$ cat config.mk
export PLATFORM = sky130hd
export DESIGN_NAME = fifo_param
export DESIGN_NICKNAME = d
export VERILOG_FILES = /design/src/rtl/fifo_param_pkg.sv /design/src/rtl/memoria_param.sv /design/src/rtl/fifo_param.sv
export SDC_FILE = /design/constraint.sdc
export NUM_CORES = 1
export LEC_CHECK = 0
export CAP_MARGIN = 10
export CORE_AREA = 2 2 103 145
export CTS_CLUSTER_DIAMETER = 50
export DETAILED_ROUTE_END_ITERATION = 8
export DIE_AREA = 0 0 105 147
export GPL_ROUTABILITY_DRIVEN = 1
export PLACE_DENSITY = 0.73
export SLEW_MARGIN = 0
export SYNTH_ARGS = -nofsm -noshare
export SYNTH_HDL_FRONTEND = slang
export SYNTH_SLANG_ARGS = --single-unit
$ cat constraint.sdc
create_clock -name clk -period 3.4 [get_ports clk]
set_input_delay 0.34 -clock clk [delete_from_list [all_inputs] [get_ports clk]]
set_output_delay 0.34 -clock clk [all_outputs]
set_load 0.01 [all_outputs]
$ cat src/rtl/fifo_param_pkg.sv
// rtl/fifo_param_pkg.sv - shared transaction-layer FIFO defaults and operation encoding
package fifo_param_pkg;

    localparam int FIFO_DATA_WIDTH = 10;
    localparam int FIFO_ADDR_WIDTH = 4;

    // Encoded as {read_accepted, write_accepted}
    typedef enum logic [1:0] {
        OP_IDLE  = 2'b00,
        OP_WRITE = 2'b01,
        OP_READ  = 2'b10,
        OP_BOTH  = 2'b11
    } fifo_op_e;

endpackage

$ cat src/rtl/memoria_param.sv
// rtl/memoria_param.sv - FIFO storage array, synchronous write and addressed read
module memoria_param
    import fifo_param_pkg::*;
#(
    parameter int DATA_WIDTH = FIFO_DATA_WIDTH,
    parameter int ADDR_WIDTH = FIFO_ADDR_WIDTH
) (
    input  logic                  clk,
    input  logic                  wr_en,
    input  logic [ADDR_WIDTH-1:0] wr_addr,
    input  logic [DATA_WIDTH-1:0] wr_data,
    input  logic [ADDR_WIDTH-1:0] rd_addr,
    output logic [DATA_WIDTH-1:0] rd_data
);

    // No reset: contents are never relied upon after reset
    logic [DATA_WIDTH-1:0] mem_q [2**ADDR_WIDTH];

    always_ff @(posedge clk) begin
        if (wr_en) begin
            mem_q[wr_addr] <= wr_data;
        end
    end

    assign rd_data = mem_q[rd_addr];

endmodule

$ cat src/rtl/fifo_param.sv
// rtl/fifo_param.sv - parameterised synchronous FIFO with threshold flags and sticky error
module fifo_param
    import fifo_param_pkg::*;
#(
    parameter int DATA_WIDTH = FIFO_DATA_WIDTH,
    parameter int ADDR_WIDTH = FIFO_ADDR_WIDTH
) (
    input  logic                  clk,
    input  logic                  reset_L,
    input  logic                  wr_en,
    input  logic                  rd_en,
    input  logic [DATA_WIDTH-1:0] data_in,
    input  logic [ADDR_WIDTH:0]   umbral_alto,
    input  logic [ADDR_WIDTH:0]   umbral_bajo,
    output logic [DATA_WIDTH-1:0] data_out,
    output logic                  valid_out,
    output logic                  full,
    output logic                  empty,
    output logic                  almost_full,
    output logic                  almost_empty,
    output logic [ADDR_WIDTH:0]   count,
    output logic                  error
);

    localparam logic [ADDR_WIDTH:0] DEPTH = {1'b1, {ADDR_WIDTH{1'b0}}};

    logic [ADDR_WIDTH-1:0] wr_ptr_q, wr_ptr_d;
    logic [ADDR_WIDTH-1:0] rd_ptr_q, rd_ptr_d;
    logic [ADDR_WIDTH:0]   count_q, count_d;
    logic [DATA_WIDTH-1:0] data_out_q, data_out_d;
    logic                  valid_q, valid_d;
    logic                  error_q, error_d;
    logic                  wr_acc, rd_acc;
    logic [DATA_WIDTH-1:0] mem_rd_data;
    fifo_op_e              op;

    memoria_param #(
        .DATA_WIDTH(DATA_WIDTH),
        .ADDR_WIDTH(ADDR_WIDTH)
    ) u_mem (
        .clk    (clk),
        .wr_en  (wr_acc),
        .wr_addr(wr_ptr_q),
        .wr_data(data_in),
        .rd_addr(rd_ptr_q),
        .rd_data(mem_rd_data)
    );

    always_comb begin
        // When full, a simultaneous read frees the slot the write lands in
        wr_acc     = wr_en && ((count_q != DEPTH) || rd_en);
        rd_acc     = rd_en && (count_q != '0);
        op         = fifo_op_e'({rd_acc, wr_acc});
        wr_ptr_d   = wr_ptr_q;
        rd_ptr_d   = rd_ptr_q;
        count_d    = count_q;
        data_out_d = data_out_q;
        valid_d    = rd_acc;
        error_d    = error_q | (wr_en & ~wr_acc) | (rd_en & ~rd_acc);

        if (wr_acc) begin
            wr_ptr_d = wr_ptr_q + 1'b1;
        end
        if (rd_acc) begin
            rd_ptr_d   = rd_ptr_q + 1'b1;
            data_out_d = mem_rd_data;
        end

        case (op)
            OP_WRITE: count_d = count_q + 1'b1;
            OP_READ:  count_d = count_q - 1'b1;
            default:  count_d = count_q;
        endcase
    end

    always_ff @(posedge clk or negedge reset_L) begin
        if (!reset_L) begin
            wr_ptr_q   <= '0;
            rd_ptr_q   <= '0;
            count_q    <= '0;
            data_out_q <= '0;
            valid_q    <= 1'b0;
            error_q    <= 1'b0;
        end else begin
            wr_ptr_q   <= wr_ptr_d;
            rd_ptr_q   <= rd_ptr_d;
            count_q    <= count_d;
            data_out_q <= data_out_d;
            valid_q    <= valid_d;
            error_q    <= error_d;
        end
    end

    assign data_out     = data_out_q;
    assign valid_out    = valid_q;
    assign count        = count_q;
    assign error        = error_q;
    assign full         = (count_q == DEPTH);
    assign empty        = (count_q == '0);
    assign almost_full  = (count_q >= umbral_alto);
    assign almost_empty = (count_q <= umbral_bajo);

endmodule

==> run_results.csv, run 1 <==
group,metric,value,unit
place,gp_congestion,0.758,
critical_path,crit_type,"flip-flop to flip-flop",
cts,cts_tree,"yes",
cts,cts_hold_buf,0,
logic_synthesis,avgSynthCellArea,19.5,sq um
logic_synthesis,syn_inst,392,
layout,drive_gt1_share,23.6,%
logic_synthesis,syn-cell-area,0.00763,sq mm
sta,period_needed,2970,ps
cts,cts.clk_slew.worst_paths,70,ps
route,drt_iter0_markers,322,
status,outcome,"completed",
logic_synthesis,synth_edf_count,160,
flow_run,maxCapViolCount,0,
worst_hold_path,holdCritPathClass,"input pin to async pin",
floorplanning,initial_core_util,53.8,%
cts,post_cts_buffers,0,
floorplanning,die_width,105,um
floorplanning,dieArea,0.0154,sq mm
route,topRoutingLayerUsed,"met4",
route,drt_first_pass_iters,7,
sta,fin_crit_sh,87.4,%
pwr,ir_worst_vdd,0.400,mV
route,wl_met2,8.12,mm
cts,ctsResizeCount,0,
layout,final_util,62.4,%
place,port_buffers,44,
sta,fmax,337,MHz
cts,htree_num_levels,4,
layout,fin_nets,485,
floorplanning,core.rowCount,52,
logic_synthesis,synthFlopType,"edfxtp_1",
route,vias,3680,
critical_path,startpoint_type,"flip-flop",
critical_path,cp_max_fo,8,
logic_synthesis,synth_nets,436,
critical_path,arrival,3270,ps
logic_synthesis,ys_types,41,
route,wl_met3,573,um
floorplanning,io_pins,45,
sta,setup_violations,0,
route,wl_met1,5.73,mm
floorplanning,die_h,147,um
sta,slew_viol_final,0,
sta,maxSlewHeadroom,51.1,%
route,post_drt_wl_per_cell,22.7,um
sta,hold_viol,0,
place,dp_hpwl,9.16,mm
logic_synthesis,ys_ff_latch,185,
cts,cts.sinks,185,
critical_path,cp-end-kind,"flip-flop",
sta,worstMarginPinSlew,734,ps
global_routing,grt-ovfl-total,0,
global_routing,grt_util_all_layers,20.1,%
logic_synthesis,ys_async_sr_fraction,13.5,%
route,vias_per_cell,5.72,
layout,area.growth.synth_to_final,16.1,%
global_routing,antenna_found_initial,0,
place,preCtsSetupSlack,450,ps
route,routed_wl,14.6,mm
sta,finalSetupTns,0,ps
layout,layout_commonest_cell,"edfxtp_1",
cts,cts_buffers,17,
route,drc,0,
layout,final_cell_mix,"edfxtp_1 (160), clkdlybuf4s50_1 (44), mux4_2 (40), dfrtp_1 (24), ha_1 (19)",
cts,cts.path.max_buffers,2,
logic_synthesis,yosysWarnings,0,
sta,rsz0062_at_grt,"false",
sta,worst_slack,429,ps
global_routing,grt_max_degree,33,
layout,antennaDiodeCount,0,
global_routing,grt_pass1_vias,3912,
cts,cts_root_buf,"clkbuf_16",
critical_path,critPathRequiredTime,3700,ps
pwr,powerDensity,840,mW/mm^2
logic_synthesis,ys_seq_area_share,71.2,%
sta,skew,8.96,ps
critical_path,worst-r2r-setup-slack,430,ps
pwr,power.leakage,0.00302,uW
cts,clk_latency,420,ps
route,postRouteAntennaNets,0,
global_routing,grt_pass1_wl,22.6,mm
floorplanning,coreArea,0.0142,sq mm
final timing paths:
check | end | cells past startpoint | from
worst max register to register | count[4] | 11 | count[1]
worst min-delay path | wr_ptr_q[1] | 2 | reset_L
worst max-delay path | count[4] | 11 | count[1]
max in group asynchronous | rd_ptr_q[1] | 2 | reset_L
worst min register to register | error | 1 | error
min in group clk | error | 1 | error
kinds of logic (layout without fill, tap and decap cells):
family                     Yosys count  in the layout  share of synthesized area, %
AOI/OAI and AO/OA                   47             47                          4.71
xor gates and xnor gates            11             11                          1.26
adders and majority gates           20             20                          3.38
buffers and inverters               32             94                          2.33
DFF                                185            185                          71.2
muxes                               52             52                          13.6
and+or+nand+nor                     45             45                          3.49
layout make-up:
cell class | instances | area (sq um)
sequential | 185 | 5430
clock buffer | 19 | 433
multi-input combinational | 175 | 2020
timing repair buffer | 48 | 495
clock inverter | 13 | 184
tap | 189 | 236
fill | 1050 | 5330
inverter | 14 | 52.6
cells in the mapped netlist (3+ instances only):
master | number | area share (%)
ha_1 | 19 | 3.1
o21ai_0 | 6 | 0.39
inv_1 | 14 | 0.69
dfrtp_1 | 25 | 8.2
a21oi_1 | 6 | 0.39
xnor2_1 | 7 | 0.80
nand2_1 | 8 | 0.39
buf_6 | 4 | 0.59
and2_1 | 12 | 0.98
clkbuf_1 | 7 | 0.34
and3_1 | 5 | 0.41
o21a_1 | 3 | 0.30
edfxtp_1 | 160 | 63
mux4_2 | 40 | 12
nor2_1 | 6 | 0.30
o22ai_1 | 12 | 0.98
mux2_2 | 11 | 1.6
a21oi_2 | 8 | 0.92
o22ai_2 | 8 | 1.3
xor2_1 | 4 | 0.46
where the power goes:
group / total [uW] / internal (uW) / leakage (uW) / switching, uW
Sequential: 3150 / 2810 / 0.00173 / 337
Clock: 2050 / 1190 / 0.000304 / 859
Combinational: 2240 / 1200 / 0.000990 / 1040
metrics by stage:
stage	hold slack, ps	cell area, sq um	std cells	power (uW)
4_1_cts	311	8850	643	7520
3_5_place_dp	484	8240	611	5460
6_report	301	8850	643	7430
3_3_place_gp	449	8240	611	5370
5_1_grt	327	8850	643	7780
2_1_floorplan	44.4	7630	392	4710
routing by layer:
metal	GRT usage, %	vias to the layer above
met5	0	-
met4	6.40	0
met3	3.06	15
met2	36.0	73
met1	25.2	1926
li1	-	1666
flip-flops by register name, summed over array words and instances, names as in the netlist:
| signal | cells |
|---|---|
| data_out | 10 |
| count | 5 |
| wr_ptr_q | 4 |
| rd_ptr_q | 4 |
| valid_out | 1 |
| u_mem.mem_q | 160 |
| error | 1 |
worst max-delay path, stage by stage (launching register included):
cell	delay, ps
dfrtp_1	490
nor4_1	460
nand2_1	130
o21a_1	270
inv_1	150
ha_1	310
ha_1	310
a21o_1	200
a21oi_1	170
xor2_1	160
nor2_1	60
xor2_1	140
(Power assumes the default switching activity.)
==> inputs of run 2 (changes only) <==
--- a/config.mk
+++ b/config.mk
@@ -11,7 +11,10 @@
 export DETAILED_ROUTE_END_ITERATION = 8
 export DIE_AREA = 0 0 105 147
 export GPL_ROUTABILITY_DRIVEN = 1
+export HOLD_SLACK_MARGIN = 0.06
 export PLACE_DENSITY = 0.73
+export RECOVER_POWER = 50
+export REMOVE_ABC_BUFFERS = 1
 export SLEW_MARGIN = 0
 export SYNTH_ARGS = -nofsm -noshare
 export SYNTH_HDL_FRONTEND = slang
==> run 2 against run 1 <==
First-iteration DRC count is 9.6% higher. Highest routed layer unchanged. Hold slack better by 170 ps. Global-route usage fell by 0.13 points. Critical path depth is the same. Combinational power is essentially flat. Clock skew rose by 2.9 ps. Sequential share of layout area grew 0.33 points. Clock power fell by 7%. Non-clock buffer count is 1 higher. Sequential cell count is the same. Sequential power fell by 1%.
==> run_results.csv, run 2 (synthesized netlist as in run 1, its figures left out) <==
group,metric,value,unit
sta,setup_violations,0,
pwr,netSwitchingFraction,30.3,%
critical_path,startpoint_type,"flip-flop",
critical_path,timing.rr.end,"count[4]",
critical_path,cp-end-kind,"flip-flop",
floorplanning,initial_core_util,53.8,%
route,topRoutingLayerUsed,"met4",
cts,cts.clk_slew.worst_paths,70,ps
critical_path,crit_type,"flip-flop to flip-flop",
layout,largest-register,"u_mem.mem_q",
route,wl_met3,827,um
layout,final_cell_mix,"edfxtp_1 (160), mux4_2 (40), clkdlybuf4s50_1 (25), dfrtp_1 (24)",
place,gp_congestion,0.764,
sta,skew,11.9,ps
sta,worst_slack,499,ps
global_routing,antenna_found_initial,0,
pwr,seq_power_share,43.0,%
sta,rsz0062_at_grt,"false",
layout,largest_reg_flops,160,
global_routing,grt-ovfl-total,0,
route,wl_met1,5.38,mm
layout,final_util,62.1,%
critical_path,arrival,3200,ps
sta,maxSlewHeadroom,38.1,%
place,port_buffers,44,
place,dp.cells,612,
floorplanning,coreArea,0.0142,sq mm
status,outcome,"completed",
pwr,power.leakage,0.00299,uW
layout,fin_nets,486,
pwr,p_clk_share,26.3,%
cts,cts_hold_buf,0,
sta,worstMarginPinSlew,925,ps
floorplanning,die_h,147,um
pwr,powerDensity,820,mW/mm^2
sta,fmax,345,MHz
critical_path,cp_max_fo,8,
floorplanning,core.rowCount,52,
global_routing,grt_pass1_wl,22.5,mm
place,preCtsSetupSlack,491,ps
critical_path,worst-r2r-setup-slack,500,ps
sta,slew_viol_final,0,
cts,cts_tree,"yes",
route,drt_first_pass_iters,4,
pwr,ir_worst_vdd,0.361,mV
cts,cts_buffers,17,
pwr,p_comb_share,30.7,%
critical_path,critPathLaunch,"count[1]",
route,routed_wl,14.1,mm
route,vias_per_cell,5.70,
pwr,power_switching,2190,uW
critical_path,critPathRequiredTime,3700,ps
sta,period_needed,2900,ps
sta,finalSetupTns,0,ps
sta,fin_crit_sh,85.3,%
critical_path,worst_r2r_path_depth,11,
layout,drive_gt1_share,23.7,%
route,wl_met2,7.73,mm
sta,hold_viol,0,
route,post_drt_wl_per_cell,21.9,um
flow_run,maxCapViolCount,0,
cts,clk_latency,430,ps
floorplanning,io_pins,45,
layout,antennaDiodeCount,0,
global_routing,grt_util_all_layers,20.0,%
floorplanning,die_width,105,um
cts,post_cts_buffers,0,
layout,layout_commonest_cell,"edfxtp_1",
floorplanning,dieArea,0.0154,sq mm
layout,area.growth.synth_to_final,15.4,%
layout,final_cell_count_no_fill,644,
worst_hold_path,min_from,"error",
place,dp_hpwl,8.96,mm
route,drc,0,
critical_path,r2r-start,"count[1]",
worst_hold_path,holdCritPathClass,"flip-flop to flip-flop",
route,postRouteAntennaNets,0,
cts,cts_root_buf,"clkbuf_16",
cts,htree_num_levels,4,
worst_hold_path,holdPathEnd,"error",
global_routing,grt_max_degree,32,
cts,cts.path.max_buffers,2,
cts,ctsResizeCount,0,
cts,cts.sinks,185,
sta,hold_ws,469,ps
global_routing,grt_pass1_vias,3989,
route,vias,3668,
worst_hold_path,whs_path_depth,1,
route,drt_iter0_markers,353,
pwr,p_int,5030,uW
[run 2: stage by stage]
step | cell area, sq um | total power, uW
6_report | 8800 | 7220
2_1_floorplan | 7500 | 4630
5_1_grt | 8800 | 7600
3_3_place_gp | 8230 | 5360
3_5_place_dp | 8230 | 5430
4_1_cts | 8810 | 7330
[run 2: how the worst max path moves through the flow]
stage / endpoint / depth (start not counted)
2_1_floorplan: count[4] / 9
3_3_place_gp: count[4] / 11
3_5_place_dp: count[4] / 11
4_1_cts: count[4] / 11
5_1_grt: count[4] / 11
6_report: count[4] / 11
[run 2: power groups by stage]
stage	clock, uW	sequential (uW)	combinational [uW]
after global routing	2030	3160	2410
after CTS	1940	3120	2280
final	1900	3110	2210
after detailed placement	0	3170	2260
after floorplan	0	3250	1370
after global placement	0	3140	2220
[run 2: final cells by class]
| cell class | instances | area (sq um) |
|---|---|---|
| timing repair buffer | 49 | 487 |
| sequential | 185 | 5430 |
| clock inverter | 13 | 135 |
| multi-input combinational | 175 | 2020 |
| clock buffer | 19 | 443 |
| fill | 1046 | 5380 |
| inverter | 14 | 52.6 |
| tap | 189 | 236 |
[run 2: worst max-delay path, cell delays in order, from the launching register on]
cell     delay (ps)
dfrtp_1         480
nor4_1          410
nand2_1         120
o21a_1          280
inv_1           150
ha_1            300
ha_1            320
a21o_1          190
a21oi_1         160
xor2_1          160
nor2_1           60
xor2_1          140
[run 2: layer usage]
metal / global-route usage (%) / vias up
li1: - / 1670
met3: 3.73 / 15
met2: 35.6 / 100
met5: 0 / -
met4: 6.27 / 0
met1: 24.7 / 1883
==> inputs of run 3 (changes only) <==
--- a/config.mk
+++ b/config.mk
@@ -18,4 +18,5 @@
 export SLEW_MARGIN = 0
 export SYNTH_ARGS = -nofsm -noshare
 export SYNTH_HDL_FRONTEND = slang
+export SYNTH_HIERARCHICAL = 1
 export SYNTH_SLANG_ARGS = --single-unit
==> run 3 against run 2 <==
Power is 1.4% higher. Synthesized cell count increased by 1.0%. Synthesized area shrank 0.36%. Die area is the same. Critical path depth fell by 3. Worst setup slack got worse by 210 ps. Global-route usage grew 0.28 points. Routed wire length increased by 3.1%. Clock-buffer cell count increased by 2. Core utilization rose by 0.77 points. Final area is 1.2% higher. Largest cell class unchanged. Highest routed layer unchanged.
==> run_results.csv, run 3 <==
group,metric,value,unit
status,outcome,"completed",
critical_path,critPathRequiredTime,3670,ps
logic_synthesis,syn-cell-area,0.00760,sq mm
place,gp_congestion,0.765,
critical_path,cp-end-kind,"flip-flop",
global_routing,grt_max_degree,44,
layout,largest_reg_flops,160,
route,post_drt_wl_per_cell,21.8,um
global_routing,gr-usage-met3,4.30,%
sta,fmax,321,MHz
cts,post_cts_buffers,0,
pwr,p_total,7320,uW
floorplanning,io_pins,45,
pwr,power_switching,2190,uW
place,dp.cells,635,
sta,worstMarginPinSlew,961,ps
cts,cts_root_buf,"clkbuf_16",
logic_synthesis,yosysMostFrequentCell,"edfxtp_1",
logic_synthesis,ys_top_cells_by_count,"edfxtp_1 (160), mux4_2 (28), dfrtp_1 (25), a22oi_1 (20), nand2_1 (20)",
pwr,p_comb_share,31.2,%
route,routed_wl,14.5,mm
cts,cts_buffers,17,
critical_path,cp_max_fo,16,
route,drt_first_pass_iters,4,
sta,skew,12.8,ps
layout,layout_commonest_cell,"edfxtp_1",
place,port_buffers,44,
logic_synthesis,ys_top_cells_by_area,"edfxtp_1 (63%), mux4_2 (8.3%), dfrtp_1 (8.2%), mux4_1 (4.1%), ha_1 (2.6%)",
route,drt_iter0_markers,285,
logic_synthesis,ys_ff_latch,185,
floorplanning,initial_core_util,53.6,%
logic_synthesis,synthFlopType,"edfxtp_1",
floorplanning,coreArea,0.0142,sq mm
route,drc,0,
pwr,power.leakage,0.00312,uW
sta,setup_violations,0,
layout,antennaDiodeCount,0,
cts,clk_latency,420,ps
sta,slew_viol_final,0,
floorplanning,die_h,147,um
logic_synthesis,synth_edf_count,160,
logic_synthesis,synth_top_cell_by_area,"edfxtp_1",
cts,cts.sinks,185,
layout,area.growth.synth_to_final,17.3,%
critical_path,crit_type,"flip-flop to flip-flop",
route,vias_per_cell,5.87,
layout,final_cell_count_no_fill,667,
cts,ctsResizeCount,0,
layout,final_cell_mix,"edfxtp_1 (160), clkdlybuf4s50_1 (28), mux4_2 (28), dfrtp_1 (24)",
global_routing,grt_pass1_wl,23.0,mm
sta,rsz0062_at_grt,"false",
sta,finalSetupTns,0,ps
route,postRouteAntennaNets,0,
logic_synthesis,syn_inst,396,
global_routing,grt_busiest_layer,"met2",
sta,maxSlewHeadroom,35.8,%
global_routing,grt-ovfl-total,0,
floorplanning,core.rowCount,52,
sta,period_needed,3110,ps
layout,largest-register,"u_mem/mem_q",
layout,fin_nets,506,
logic_synthesis,netlist.area_leader.share,63.2,%
floorplanning,dieArea,0.0154,sq mm
global_routing,met1_usage,24.4,%
logic_synthesis,ys_async_sr_fraction,13.5,%
floorplanning,die_width,105,um
flow_run,maxCapViolCount,0,
pwr,powerDensity,821,mW/mm^2
pwr,p_int,5130,uW
pwr,seq_power_share,42.3,%
cts,cts.clk_slew.worst_paths,60,ps
sta,hold_viol,0,
sta,fin_crit_sh,91.6,%
logic_synthesis,avgSynthCellArea,19.2,sq um
pwr,netSwitchingFraction,30.0,%
cts,cts_hold_buf,0,
worst_hold_path,whs_path_depth,1,
logic_synthesis,yosysWarnings,6,
route,vias,3913,
layout,drive_gt1_share,19.2,%
critical_path,worst_r2r_path_depth,8,
global_routing,grtUsageMet2,35.7,%
pwr,ir_worst_vdd,0.402,mV
logic_synthesis,ys_seq_area_share,71.5,%
cts,htree_num_levels,4,
worst_hold_path,holdCritPathClass,"flip-flop to flip-flop",
cts,cts.path.max_buffers,2,
pwr,p_clk_share,26.5,%
cts,cts_tree,"yes",
global_routing,grt_util_all_layers,20.3,%
global_routing,antenna_found_initial,0,
global_routing,grt_pass1_vias,4163,
logic_synthesis,ys_types,44,
critical_path,startpoint_type,"flip-flop",
critical_path,arrival,3390,ps
place,dp_hpwl,9.56,mm
[run 3: kinds of logic after synthesis]
family | count (synthesis) | share of synthesized area, %
mux | 52 | 14.5
simple gates | 64 | 4.21
compound gates | 41 | 3.79
flops | 185 | 71.5
xor+xnor | 9 | 1.04
buf+inv | 28 | 2.09
fa+ha+maj | 17 | 2.90
[run 3: final timing paths]
path / start / to / slack, ps
max in group asynchronous: reset_L / wr_ptr_q[2] / 2090
hold / removal: error / error / 470
hold reg to reg: error / error / 470
min in group asynchronous: reset_L / data_out[0] / 510
setup / recovery: count[1] / count[4] / 290
setup reg to reg: count[1] / count[4] / 290
[run 3: through the flow]
step	hold slack [ps]	worst slack [ps]	instance area (sq um)	util (%)
global placement	476	467	8330	58.8
floorplan	44.4	492	7490	-
CTS	480	338	8920	62.9
global route	495	152	8910	62.8
detailed placement	462	348	8330	58.8
finish	470	285	8910	62.8
[run 3: power groups by stage]
stage	Combinational (uW)	Clock, uW	Sequential (uW)
after floorplan	1340	0	3240
after global placement	2240	0	3120
after detailed placement	2310	0	3150
after CTS	2330	1970	3100
after global routing	2460	2050	3140
final	2280	1940	3100
[run 3: area by class of cell]
class / instances / area (sq um)
clock inverter: 11 / 136
clock buffer: 21 / 450
inverter: 14 / 52.6
multi-input combinational: 183 / 2010
timing repair buffer: 64 / 599
tap: 189 / 236
sequential: 185 / 5430
fill: 1030 / 5270
[run 3: critical path, cell delays in order (launching register included)]
cell      delay [ps]
dfrtp_1          470
or4_1            620
o21a_4           330
ha_1             320
ha_1             360
nor2b_1          170
or4_1            480
nand3_1           90
o311ai_0         120
[run 3: metal layers]
metal,up-vias,share of wire [%]
met5,-,0
met4,0,1.4
met3,15,5.3
met2,141,55
met1,2018,39
li1,1739,-
